[src/rtl/config_register_file.sv]
// Configuration register file: NUM_RW read-write registers followed by NUM_RO
// read-only status words, mapped at BASE_ADDR with one word every DATA_BITS/8 bytes.
// Writes are fire-and-forget strobes. Reads use a valid/ready request and a
// registered valid/ready response that can sustain one read per cycle.
//
// Read FSM
//   state | meaning
//   IDLE  | no response pending; requests always accepted
//   RESP  | response held on resp_*; new request accepted only with resp_ready
module config_register_file #(
    parameter logic [63:0] BASE_ADDR = 64'h0,
    parameter int          NUM_RW    = 8,
    parameter int          NUM_RO    = 4,
    parameter int          ADDR_BITS = 32,
    parameter int          DATA_BITS = 32,
    localparam int         RO_BITS   = ((NUM_RO > 0) ? NUM_RO : 1) * DATA_BITS
) (
    input  logic                        clk,
    input  logic                        rst_n,
    input  logic [ADDR_BITS-1:0]        wr_addr,
    input  logic [DATA_BITS-1:0]        wr_data,
    input  logic                        wr_valid,
    input  logic [ADDR_BITS-1:0]        rd_addr,
    input  logic                        rd_valid,
    output logic                        rd_ready,
    output logic [DATA_BITS-1:0]        resp_data,
    output logic                        resp_error,
    output logic                        resp_valid,
    input  logic                        resp_ready,
    input  logic [RO_BITS-1:0]          ro_data,
    output logic [NUM_RW*DATA_BITS-1:0] regs,
    output logic [NUM_RW-1:0]           wr_pulse
);

    localparam int STRIDE  = DATA_BITS / 8;
    localparam int OFF_LSB = $clog2(STRIDE);

    localparam logic [ADDR_BITS-1:0] BASE       = ADDR_BITS'(BASE_ADDR);
    localparam logic [ADDR_BITS-1:0] NUM_RW_A   = ADDR_BITS'(NUM_RW);
    localparam logic [ADDR_BITS-1:0] NUM_REGS_A = ADDR_BITS'(NUM_RW + NUM_RO);

    localparam logic [0:0] IDLE = 1'b0;
    localparam logic [0:0] RESP = 1'b1;

    logic [DATA_BITS-1:0] reg_q [NUM_RW];
    logic [0:0]           state_q;

    logic [ADDR_BITS-1:0] wr_idx;
    logic                 wr_hit;
    logic [ADDR_BITS-1:0] rd_idx;
    logic                 rd_ok;
    logic [DATA_BITS-1:0] rd_word;
    logic                 rd_accept;

    // Addresses below BASE wrap to a huge offset and fall out of range.
    function automatic logic [ADDR_BITS-1:0] addr_index(input logic [ADDR_BITS-1:0] addr);
        logic [ADDR_BITS-1:0] off;
        off = addr - BASE;
        return off >> OFF_LSB;
    endfunction

    function automatic logic addr_ok(input logic [ADDR_BITS-1:0] addr);
        logic [ADDR_BITS-1:0] off;
        off = addr - BASE;
        return (off[OFF_LSB-1:0] == '0) && ((off >> OFF_LSB) < NUM_REGS_A);
    endfunction

    // Write decode: only aligned, in-range RW indices land.
    always_comb begin
        wr_idx = addr_index(wr_addr);
        wr_hit = wr_valid && addr_ok(wr_addr) && (wr_idx < NUM_RW_A);
    end

    // RW register storage and one-cycle write strobes.
    always_ff @(posedge clk or negedge rst_n) begin
        if (!rst_n) begin
            for (int i = 0; i < NUM_RW; i++) reg_q[i] <= '0;
            wr_pulse <= '0;
        end else begin
            wr_pulse <= '0;
            for (int i = 0; i < NUM_RW; i++) begin
                if (wr_hit && (wr_idx == ADDR_BITS'(i))) begin
                    reg_q[i]    <= wr_data;
                    wr_pulse[i] <= 1'b1;
                end
            end
        end
    end

    for (genvar g = 0; g < NUM_RW; g++) begin : g_pack
        assign regs[g*DATA_BITS +: DATA_BITS] = reg_q[g];
    end

    // Read mux: sees pre-write register contents, so a same-edge write is not visible.
    always_comb begin
        rd_idx  = addr_index(rd_addr);
        rd_ok   = addr_ok(rd_addr);
        rd_word = '0;
        for (int i = 0; i < NUM_RW; i++) begin
            if (rd_idx == ADDR_BITS'(i)) rd_word = reg_q[i];
        end
        for (int i = 0; i < NUM_RO; i++) begin
            if (rd_idx == ADDR_BITS'(NUM_RW + i)) rd_word = ro_data[i*DATA_BITS +: DATA_BITS];
        end
        if (!rd_ok) rd_word = '0;
    end

    assign rd_ready   = (state_q == IDLE) || resp_ready;
    assign rd_accept  = rd_valid && rd_ready;
    assign resp_valid = (state_q == RESP);

    // Read response FSM: load on accept, drain to IDLE when consumed without a follow-on.
    always_ff @(posedge clk or negedge rst_n) begin
        if (!rst_n) begin
            state_q    <= IDLE;
            resp_data  <= '0;
            resp_error <= 1'b0;
        end else if (rd_accept) begin
            state_q    <= RESP;
            resp_data  <= rd_word;
            resp_error <= !rd_ok;
        end else if (resp_ready) begin
            state_q    <= IDLE;
        end
    end

endmodule

[config.mk]
export PLATFORM = sky130hd
export DESIGN_NAME = config_register_file
export DESIGN_NICKNAME = d
export VERILOG_FILES = /design/src/rtl/config_register_file.sv
export SDC_FILE = /design/constraint.sdc
export NUM_CORES = 1
export LEC_CHECK = 0
export BUFFER_PORTS_ARGS = -buffer_cell sky130_fd_sc_hd__buf_4
export CAP_MARGIN = 5
export CORE_AREA = 2 2 208 210
export DETAILED_ROUTE_END_ITERATION = 7
export DIE_AREA = 0 0 210 212
export GPL_TIMING_DRIVEN = 0
export PLACE_DENSITY_LB_ADDON = 0.12
export SYNTH_ARGS = -nofsm -noshare
export SYNTH_HDL_FRONTEND = slang
export SYNTH_SLANG_ARGS = --single-unit
[constraint.sdc]
create_clock -name clk -period 2.3 [get_ports clk]
set_input_delay 0.345 -clock clk [delete_from_list [all_inputs] [get_ports clk]]
set_output_delay 0.345 -clock clk [all_outputs]
set_load 0.02 [all_outputs]
==> flow_summary.json, run 1 <==
{
  "cts-root-buf": "clkbuf_16",
  "use_met3_pct": 8.434,
  "routedWlPerCell_um": 32.32,
  "use_met1_pct": 41.85,
  "grtUsageTotal_pct": 33.31,
  "synth.avg_cell_area_um2": 12.57,
  "area_growth_pct": 44.03,
  "hold_viol_final": 0,
  "fmax_mhz": 419.4,
  "ys_seq_elements": 298,
  "yosysUniqueCellTypes": 62,
  "gp_congestion": 0.8813,
  "min_path_type": "in2reg",
  "criticalPathCategory": "in2reg",
  "min_period_ps": 2384,
  "portBuffers": 525,
  "rsz0062_at_grt": "true",
  "grt_pass1_vias": 13610,
  "ys.warnings.count": 0,
  "dp_hpwl_um": 55870,
  "period_share_pct": 103.7,
  "drive_gt1_share_pct": 56.12,
  "first_iter_violations": 1202,
  "ys.flop_type": "dfrtp_1",
  "report.final.slew_viol_count": 0,
  "dr_total_vias": 13450,
  "grt_max_degree": 93,
  "synth_top_area_share_pct": 50.98,
  "cts_max_path_buffers": 3,
  "viasPerCell": 5.782,
  "ios": 528,
  "die_h_um": 212,
  "cp_max_fo": 10,
  "path_clk_slew_ps": 60,
  "vdd_drop_max_mv": 0.4829,
  "setup_viol": 15,
  "synthArstFlopShare_pct": 100.0,
  "drc_errors": 0,
  "clk_latency_ps": 550,
  "fin_ws_ps": -84.30,
  "num_rows": 76,
  "numCtsBuffers": 36,
  "ant_nets": 0,
  "core-area_mm2": 0.04251,
  "grt_pass1_wl_um": 103500,
  "antenna_found_initial": 6,
  "die_w_um": 210,
  "num-nets-final": 1977,
  "busiest_layer": "met2",
  "dr.pass1.iters": 7,
  "initial_core_util_pct": 34.41,
  "synth_edf_count": 0,
  "use_met2_pct": 55.71,
  "preCtsSetupSlack_ps": -1680,
  "htreeDepth": 2,
  "dieArea_mm2": 0.04452,
  "yosys.area.top_type": "dfrtp_1",
  "setup.worst_path.start_class": "input port",
  "p_leak_nw": 10.92,
  "clock-sinks": 298,
  "finalClockSkew_ps": 18.11,
  "ys_seq_area_share_pct": 50.98,
  "overflow": 0,
  "syn_inst": 1164,
  "yosys-top-cells-area": "dfrtp_1 51%, mux2_2 21%, mux4_2 4.5%, nand2_1 2.0%, mux2i_1 1.7%",
  "setup_tns_ps": -574.1,
  "syn_nets": 1393,
  "maxCapViolCount": 0,
  "cts_tree": "built",
  "power.density_mw_per_mm2": 562.1,
  "critPathArrivalTime_ps": 2810,
  "synthesis.area_mm2": 0.01463,
  "violations": "negative setup slack",
  "tightest_slew_ps": 1185,
  "outcome": "finished, violations left",
  "drt_wl_total_um": 75200,
  "slew_headroom_pct": 20.83,
  "required_ps": 2720,
  "end_kind": "flop"
}
==> area by class of cell <==
class | count | area [um^2]
fill | 3962 | 21440
sequential | 298 | 7457
multi-input combinational | 767 | 7003
timing repair buffer | 548 | 4208
clock buffer | 57 | 1081
tap | 546 | 683.2
buffer | 77 | 480.5
inverter | 20 | 75.07
clock inverter | 6 | 60.06
antenna | 8 | 20.02
==> flip-flops by register name, indices dropped and copies added (netlist names) <==
signal and count:
resp_error 1, wr_pulse 8, resp_valid 1, regs 256
resp_data 32
==> report_power, final <==
| part | internal [mW] | switching [mW] | total, mW | leakage, nW |
|---|---|---|---|---|
| sequential | 5.24 | 0.000648 | 5.25 | 4.16 |
| clock | 3.33 | 2.28 | 5.61 | 0.554 |
| combinational | 0.396 | 0.591 | 0.987 | 6.21 |
| total | 8.97 | 2.87 | 11.8 | 10.9 |
==> what timing repair did <==
action	CTS	global route
buffers inserted	13	0
pin swaps	6	0
gates resized for setup	82	45
gates cloned	0	0
hold endpoints to repair	52	0
hold buffers	3	0
setup endpoints to repair	47	134
==> layer usage <==
metal	vias to the layer above	part of all wire, %
met5	-	0
met4	0	3.6
met2	679	48
li1	5625	-
met1	7013	40
met3	137	7.8
==> synthesized netlist by cell type (all sizes together) (3+ instances only) <==
cell type	instances
nand4	5
a222oi	14
a2bb2oi	4
a211o	3
nor2b	13
a21oi	25
a211oi	17
o221ai	8
nor3	15
nor2	41
or4	6
a221o	4
a22o	6
nor4	21
nand2b	6
nand3	12
o22a	8
o22ai	16
dfrtp	298
mux2i	25
o21ai	32
nand2	77
o31a	3
a31oi	5
mux4	29
o2111ai	7
mux2	271
and3	5
and2	11
a22oi	17
nand3b	3
o211ai	15
buf	39
clkbuf	40
nor3b	3
inv	20
a221oi	20
==> layout by cell type (no fill, tap or decap), types with 16 or more instances in the layout <==
cell / count
nand2_1: 73
clkbuf_2: 27
buf_4: 547
mux2_2: 271
clkbuf_16: 37
mux2i_1: 25
a21oi_1: 25
o22ai_1: 16
inv_1: 20
dfrtp_1: 298
clkbuf_1: 27
a221oi_1: 17
nor2_1: 36
mux4_2: 29
a22oi_1: 17
o21ai_0: 30
a211oi_1: 16
==> worst max-delay path, stage by stage <==
cell and delay, ps:
buf_4 110, nor4_2 430, nand4_4 210, buf_4 230, or4_1 520, clkbuf_2 230, clkbuf_8 230, o22ai_1 250
nor2_1 70, o22a_1 170
==> path summary, 6_finish.rpt <==
kind	from	end	slack, ps	depth (start not counted)
min in group asynchronous	rst_n	regs[73]	290	2
setup reg to reg	resp_valid	resp_data[0]	50	6
hold reg to reg	resp_data[21]	resp_data[21]	490	1
setup / recovery	rd_addr[11]	resp_data[28]	-80	10
hold / removal	ro_data[114]	resp_data[18]	30	3
max in group asynchronous	rst_n	regs[124]	790	4
==> cells by family after synthesis <==
logic type	synth area share (%)
muxes	27.04
DFF	50.98
AOI/OAI and AO/OA	10.88
buffers and inverters	2.823
and+or+nand+nor	8.280
==> stage by stage <==
step / area (um^2) / instances / util [%] / total power, mW / hold slack (ps)
after floorplan: 14660 / 1164 / - / 5.573 / 49.41
after global placement: 19280 / 2235 / 45.36 / 6.258 / 467.2
after detailed placement: 19460 / 2242 / 45.78 / 6.286 / 274.3
after CTS: 20980 / 2320 / 49.35 / 11.93 / 18.09
after global routing: 21060 / 2323 / 49.54 / 12.21 / 38.16
final: 21070 / 2327 / 49.56 / 11.84 / 33.05
Power figures use the tool's default switching activity.
==> run 2, diff against run 1 <==
--- a/config.mk
+++ b/config.mk
@@ -12,6 +12,7 @@
 export DIE_AREA = 0 0 210 212
 export GPL_TIMING_DRIVEN = 0
 export PLACE_DENSITY_LB_ADDON = 0.12
+export SETUP_SLACK_MARGIN = 0.1
 export SYNTH_ARGS = -nofsm -noshare
 export SYNTH_HDL_FRONTEND = slang
 export SYNTH_SLANG_ARGS = --single-unit
==> run 2 against run 1 <==
Die area unchanged. First-iteration DRC count decreased by 24%. Largest cell class unchanged. Cell count down 0.26%. Largest power group unchanged. Count of clock-buffer cells in the layout fell by 5. Critical endpoint is now regs[16]. The flow now finishes without violations.
==> flow_summary.json, run 2 (synthesis gave the netlist of run 1 again) <==
{
  "grt_pass1_vias": 13510,
  "period_share_pct": 96.28,
  "path_clk_slew_ps": 60,
  "power.total_mw": 11.96,
  "routedWlPerCell_um": 32.18,
  "holdPathStages": 3,
  "die_w_um": 210,
  "regArea_mm2": 0.007457,
  "core-area_mm2": 0.04251,
  "drive_gt1_share_pct": 57.56,
  "portBuffers": 525,
  "switchingPower_mw": 2.902,
  "initial_core_util_pct": 34.41,
  "min_period_ps": 2214,
  "p_int_mw": 9.054,
  "criticalPathCategory": "in2reg",
  "hold_ws_ps": 27.22,
  "p_leak_nw": 10.98,
  "worst_r2r_path_depth": 7,
  "use_met1_pct": 40.73,
  "multi_input_area_mm2": 0.007084,
  "hold_viol_final": 0,
  "dieArea_mm2": 0.04452,
  "min_path_type": "in2reg",
  "clock-sinks": 298,
  "use_met3_pct": 8.287,
  "setup.worst_path.start_class": "input port",
  "setup_viol": 0,
  "ant_nets": 0,
  "ff2ff_setup_slack_ps": 200,
  "r2r-end": "resp_data[7]",
  "overflow": 0,
  "grt_max_degree": 117,
  "dr_total_vias": 13240,
  "ios": 528,
  "required_ps": 2730,
  "setup_tns_ps": 0,
  "hold_start": "ro_data[101]",
  "cp_max_fo": 10,
  "dr.pass1.iters": 5,
  "report.final.slew_viol_count": 0,
  "viasPerCell": 5.704,
  "finalClockSkew_ps": 11.91,
  "dp_hpwl_um": 55410,
  "first_iter_violations": 914,
  "utilization_pct": 49.84,
  "die_h_um": 212,
  "tightest_slew_ps": 1151,
  "cts_max_path_buffers": 3,
  "cts-root-buf": "clkbuf_16",
  "busiest_layer": "met2",
  "critPathArrivalTime_ps": 2640,
  "slew_headroom_pct": 23.25,
  "outcome": "complete, no violations",
  "power.density_mw_per_mm2": 564.3,
  "num-nets-final": 1978,
  "rsz0062_at_grt": "true",
  "gp_congestion": 0.8777,
  "drt_wl_total_um": 74680,
  "swShare_pct": 24.27,
  "cts_tree": "built",
  "maxCapViolCount": 0,
  "holdPathEnd": "resp_data[5]",
  "area_growth_pct": 44.83,
  "fillers": 3999,
  "use_met2_pct": 56.15,
  "final_cell_mix": "549 x buf_4, 298 x dfrtp_1, 271 x mux2_2",
  "numCtsBuffers": 36,
  "crit-reg2reg-launch": "resp_valid",
  "fmax_mhz": 451.6,
  "final_common_cell": "buf_4",
  "htreeDepth": 2,
  "vdd_drop_max_mv": 0.4739,
  "largest_reg_flops": 256,
  "grt_pass1_wl_um": 102400,
  "drc_errors": 0,
  "num_rows": 76,
  "end_kind": "flop",
  "grtUsageTotal_pct": 32.94,
  "comb_power_share_pct": 8.2,
  "antenna_found_initial": 7,
  "clock_power_share_pct": 47.9,
  "clk_latency_ps": 550,
  "seqPwrFrac_pct": 43.9
}
-- run 2: cell types whose count changed in the layout (fill, tap and decap cells not counted), moves of 3 or more --
cell      change
clkbuf_1      -9
diode_2       -5
clkbuf_2      +4
buf_2         +3
clkbuf_8      -3
o22ai_1       -3
o22ai_2       +3
-- run 2: cell type report --
type / count / share of cell area [%]
buffer: 78 / 2.569
tap: 546 / 3.225
multi-input combinational: 767 / 33.44
antenna: 3 / 0.03544
clock inverter: 9 / 0.5788
clock buffer: 52 / 4.825
timing repair buffer: 548 / 19.76
sequential: 298 / 35.20
inverter: 20 / 0.3721
-- run 2: timing repair --
item / CTS / global route
hold endpoints to repair: 69 / 0
endpoints found under the setup margin: 91 / 233
buffers inserted: 8 / 7
pin swaps: 5 / 6
resized for setup: 88 / 64
hold buffers: 3 / 0
-- run 2: power groups by stage --
stage                     clock network, mW  logic, mW  registers (mW)
after global placement                    0      0.928            5.34
after detailed placement                  0      0.943            5.34
final                                  5.73      0.982            5.25
after floorplan                           0      0.236            5.34
after global routing                   6.03       1.04            5.24
after CTS                              5.82      0.976            5.25
-- run 2: worst max-delay path by stage --
stage / from / endpoint / depth (start not counted)
finish: wr_addr[1] / regs[16] / 7
global route: rd_addr[27] / resp_data[23] / 8
CTS: rd_addr[3] / resp_data[9] / 8
detailed placement: rd_addr[2] / resp_data[2] / 10
global placement: rd_addr[14] / resp_data[4] / 7
floorplan: rd_addr[27] / resp_data[8] / 7
-- run 2: metrics by stage --
stage                     instances  setup WS (ps)  area, um^2
final                          2321          85.62       21190
after global routing           2319          52.79       21180
after CTS                      2311          33.38       21010
after detailed placement       2240          -1612       19530
after global placement         2235          -2038       19420
after floorplan                1164          39.70       14800
-- run 2: per-layer routing --
metal  part of all wire [%]  vias up
met5                  0.055        -
met4                    3.2        6
met3                    8.3      121
met2                     49      670
met1                     40     6819
li1                       -     5624
-- run 2: critical path: stages --
cell	delay, ps
buf_4	110
nor4b_1	310
nand4_1	220
nor4_1	470
nand2_2	310
clkdlybuf4s15_2	480
mux2_2	370
==> run 3, diff against run 2 <==
--- a/config.mk
+++ b/config.mk
@@ -10,7 +10,7 @@
 export CORE_AREA = 2 2 208 210
 export DETAILED_ROUTE_END_ITERATION = 7
 export DIE_AREA = 0 0 210 212
-export GPL_TIMING_DRIVEN = 0
+export GPL_TIMING_DRIVEN = 1
 export PLACE_DENSITY_LB_ADDON = 0.12
 export SETUP_SLACK_MARGIN = 0.1
 export SYNTH_ARGS = -nofsm -noshare
==> run 3 against run 2 <==
Sequential share of layout area fell by 1.1 points. Critical path type is now reg2reg. First-iteration DRC count fell by 10%. Clock skew decreased by 3.2 ps. Total power is 0.42% lower. Worst hold slack gained 11 ps. Clock power fell by 1%. Setup slack improved by 140 ps. Count of clock-buffer cells in the layout unchanged. Design area grew 3.2%. Core utilization rose by 1.6 points. Maximum frequency up 7.0%. Register-to-register slack better by 30 ps.
==> flow_summary.json, run 3 (synthesis gave the netlist of run 1 again) <==
{
  "die_w_um": 210,
  "path_cells": "nand2b_1 > nand2_2 > or4_4 > buf_12 > a221oi_1 > a22o_1",
  "fin_ws_ps": 229.9,
  "worst_path_largest_cell_delay_ps": 630,
  "grt_pass1_vias": 13580,
  "p_leak_nw": 11.35,
  "power.density_mw_per_mm2": 544.6,
  "cp_max_fo": 10,
  "final_cell_mix": "643 x buf_4, 298 x dfrtp_1, 271 x mux2_2",
  "ant_nets": 0,
  "report.final.slew_viol_count": 0,
  "maxCapViolCount": 0,
  "p_int_mw": 9.080,
  "use_met2_pct": 49.51,
  "clk_latency_ps": 540,
  "overflow": 0,
  "final_common_cell": "buf_4",
  "slew_headroom_pct": 60.79,
  "dieArea_mm2": 0.04452,
  "dp.cells": 2308,
  "finalClockSkew_ps": 8.752,
  "area_growth_pct": 49.45,
  "grt_pass1_wl_um": 96030,
  "placed_cell_area_mm2": 0.02069,
  "num_rows": 76,
  "htreeDepth": 2,
  "required_ps": 2770,
  "largest_reg_flops": 256,
  "drc_errors": 0,
  "fin_cells": 2376,
  "critPathArrivalTime_ps": 2540,
  "use_met3_pct": 7.149,
  "clock_power_share_pct": 47.6,
  "setup_viol": 0,
  "comb_power_share_pct": 8.4,
  "preCtsSetupSlack_ps": -341.8,
  "tightest_slew_ps": 588.2,
  "hold_viol_final": 0,
  "core-area_mm2": 0.04251,
  "ios": 528,
  "cts_max_path_buffers": 3,
  "end_kind": "flop",
  "rsz0062_at_grt": "false",
  "busiest_layer": "met2",
  "vdd_drop_max_mv": 0.4656,
  "path_clk_slew_ps": 60,
  "die_h_um": 212,
  "grtUsageTotal_pct": 29.81,
  "initial_core_util_pct": 34.41,
  "fin_area_mm2": 0.02186,
  "drt_wl_total_um": 67280,
  "outcome": "complete, no violations",
  "cts-root-buf": "clkbuf_16",
  "seqPwrFrac_pct": 44.1,
  "min_period_ps": 2070,
  "setup.worst_path.start_class": "flop",
  "grt_max_degree": 61,
  "period_share_pct": 90.01,
  "setup_tns_ps": 0,
  "use_met1_pct": 38.38,
  "switchingPower_mw": 2.826,
  "criticalPathCategory": "reg2reg",
  "swShare_pct": 23.74,
  "numCtsBuffers": 36,
  "gp_congestion": 0.9108,
  "dr_total_vias": 13180,
  "cts_tree": "built",
  "first_iter_violations": 820,
  "routedWlPerCell_um": 28.32,
  "dp_hpwl_um": 51320,
  "fmax_mhz": 483.1,
  "drive_gt1_share_pct": 58.74,
  "antenna_found_initial": 10,
  "viasPerCell": 5.548,
  "dr.pass1.iters": 6,
  "portBuffers": 527,
  "critPathSlowestCell": "or4_4",
  "clock-sinks": 298,
  "num-nets-final": 2031,
  "min_path_type": "in2reg"
}
[run 3: changes by cell type in the layout (fill, tap and decap cells not counted), moves of 6 or more]
cell      before  now
buf_2          7    0
clkbuf_2      31    0
clkbuf_1      18   12
buf_12         1   32
buf_6         14    1
buf_4        549  643
[run 3: area by class of cell]
class,instances,area (um^2)
diodes,5,12.51
clock buffers,52,1012
clock inverters,9,122.6
fillers,3870,20640
inverters,20,75.07
multi-input cells,767,6984
flip-flops and latches,298,7457
well taps,546,683.2
repair buffers,679,5514
[run 3: per-stage QoR]
stage                     power, mW  utilization, %  hold slack (ps)
final                         11.91           51.43            38.62
after global routing          12.31           51.42            13.35
after CTS                     12.07           51.40           0.7003
after detailed placement      6.344           48.68            310.8
after global placement        6.345           48.68            314.9
after floorplan               5.579               -            49.41
[run 3: final timing paths]
path | endpoint | depth (start not counted) | start | slack, ps
worst max-delay path | resp_data[27] | 6 | resp_valid | 230
worst min-delay path | resp_valid | 2 | rd_valid | 40
worst max register to register | resp_data[27] | 6 | resp_valid | 230
worst min register to register | resp_data[2] | 1 | resp_data[2] | 510
max in group asynchronous | regs[197] | 3 | rst_n | 1230
min in group asynchronous | regs[17] | 2 | rst_n | 340
[run 3: worst max-delay path, delay by kind of cell, from the launching register on]
kind	cells	cell delay, ps
simple gates	3	950
compound gates	2	490
flops	1	380
buf+inv	1	190
[run 3: what timing repair did]
| action | CTS | global route |
|---|---|---|
| endpoints found under the hold margin | 45 | 0 |
| buffers inserted | 0 | 0 |
| gates resized for setup | 0 | 0 |
| hold buffers | 2 | 0 |
[run 3: power groups by stage]
stage | Sequential [mW] | Combinational [mW] | Clock, mW
global route | 5.24 | 1.07 | 5.99
floorplan | 5.34 | 0.236 | 0
finish | 5.25 | 0.998 | 5.66
global placement | 5.34 | 1.00 | 0
CTS | 5.24 | 1.01 | 5.81
detailed placement | 5.34 | 1.00 | 0
[run 3: per-layer routing]
layer	vias up	routed length, um
li1	5736	-
met1	6808	27720
met2	529	32430
met3	100	5127
met4	8	1949
met5	-	55
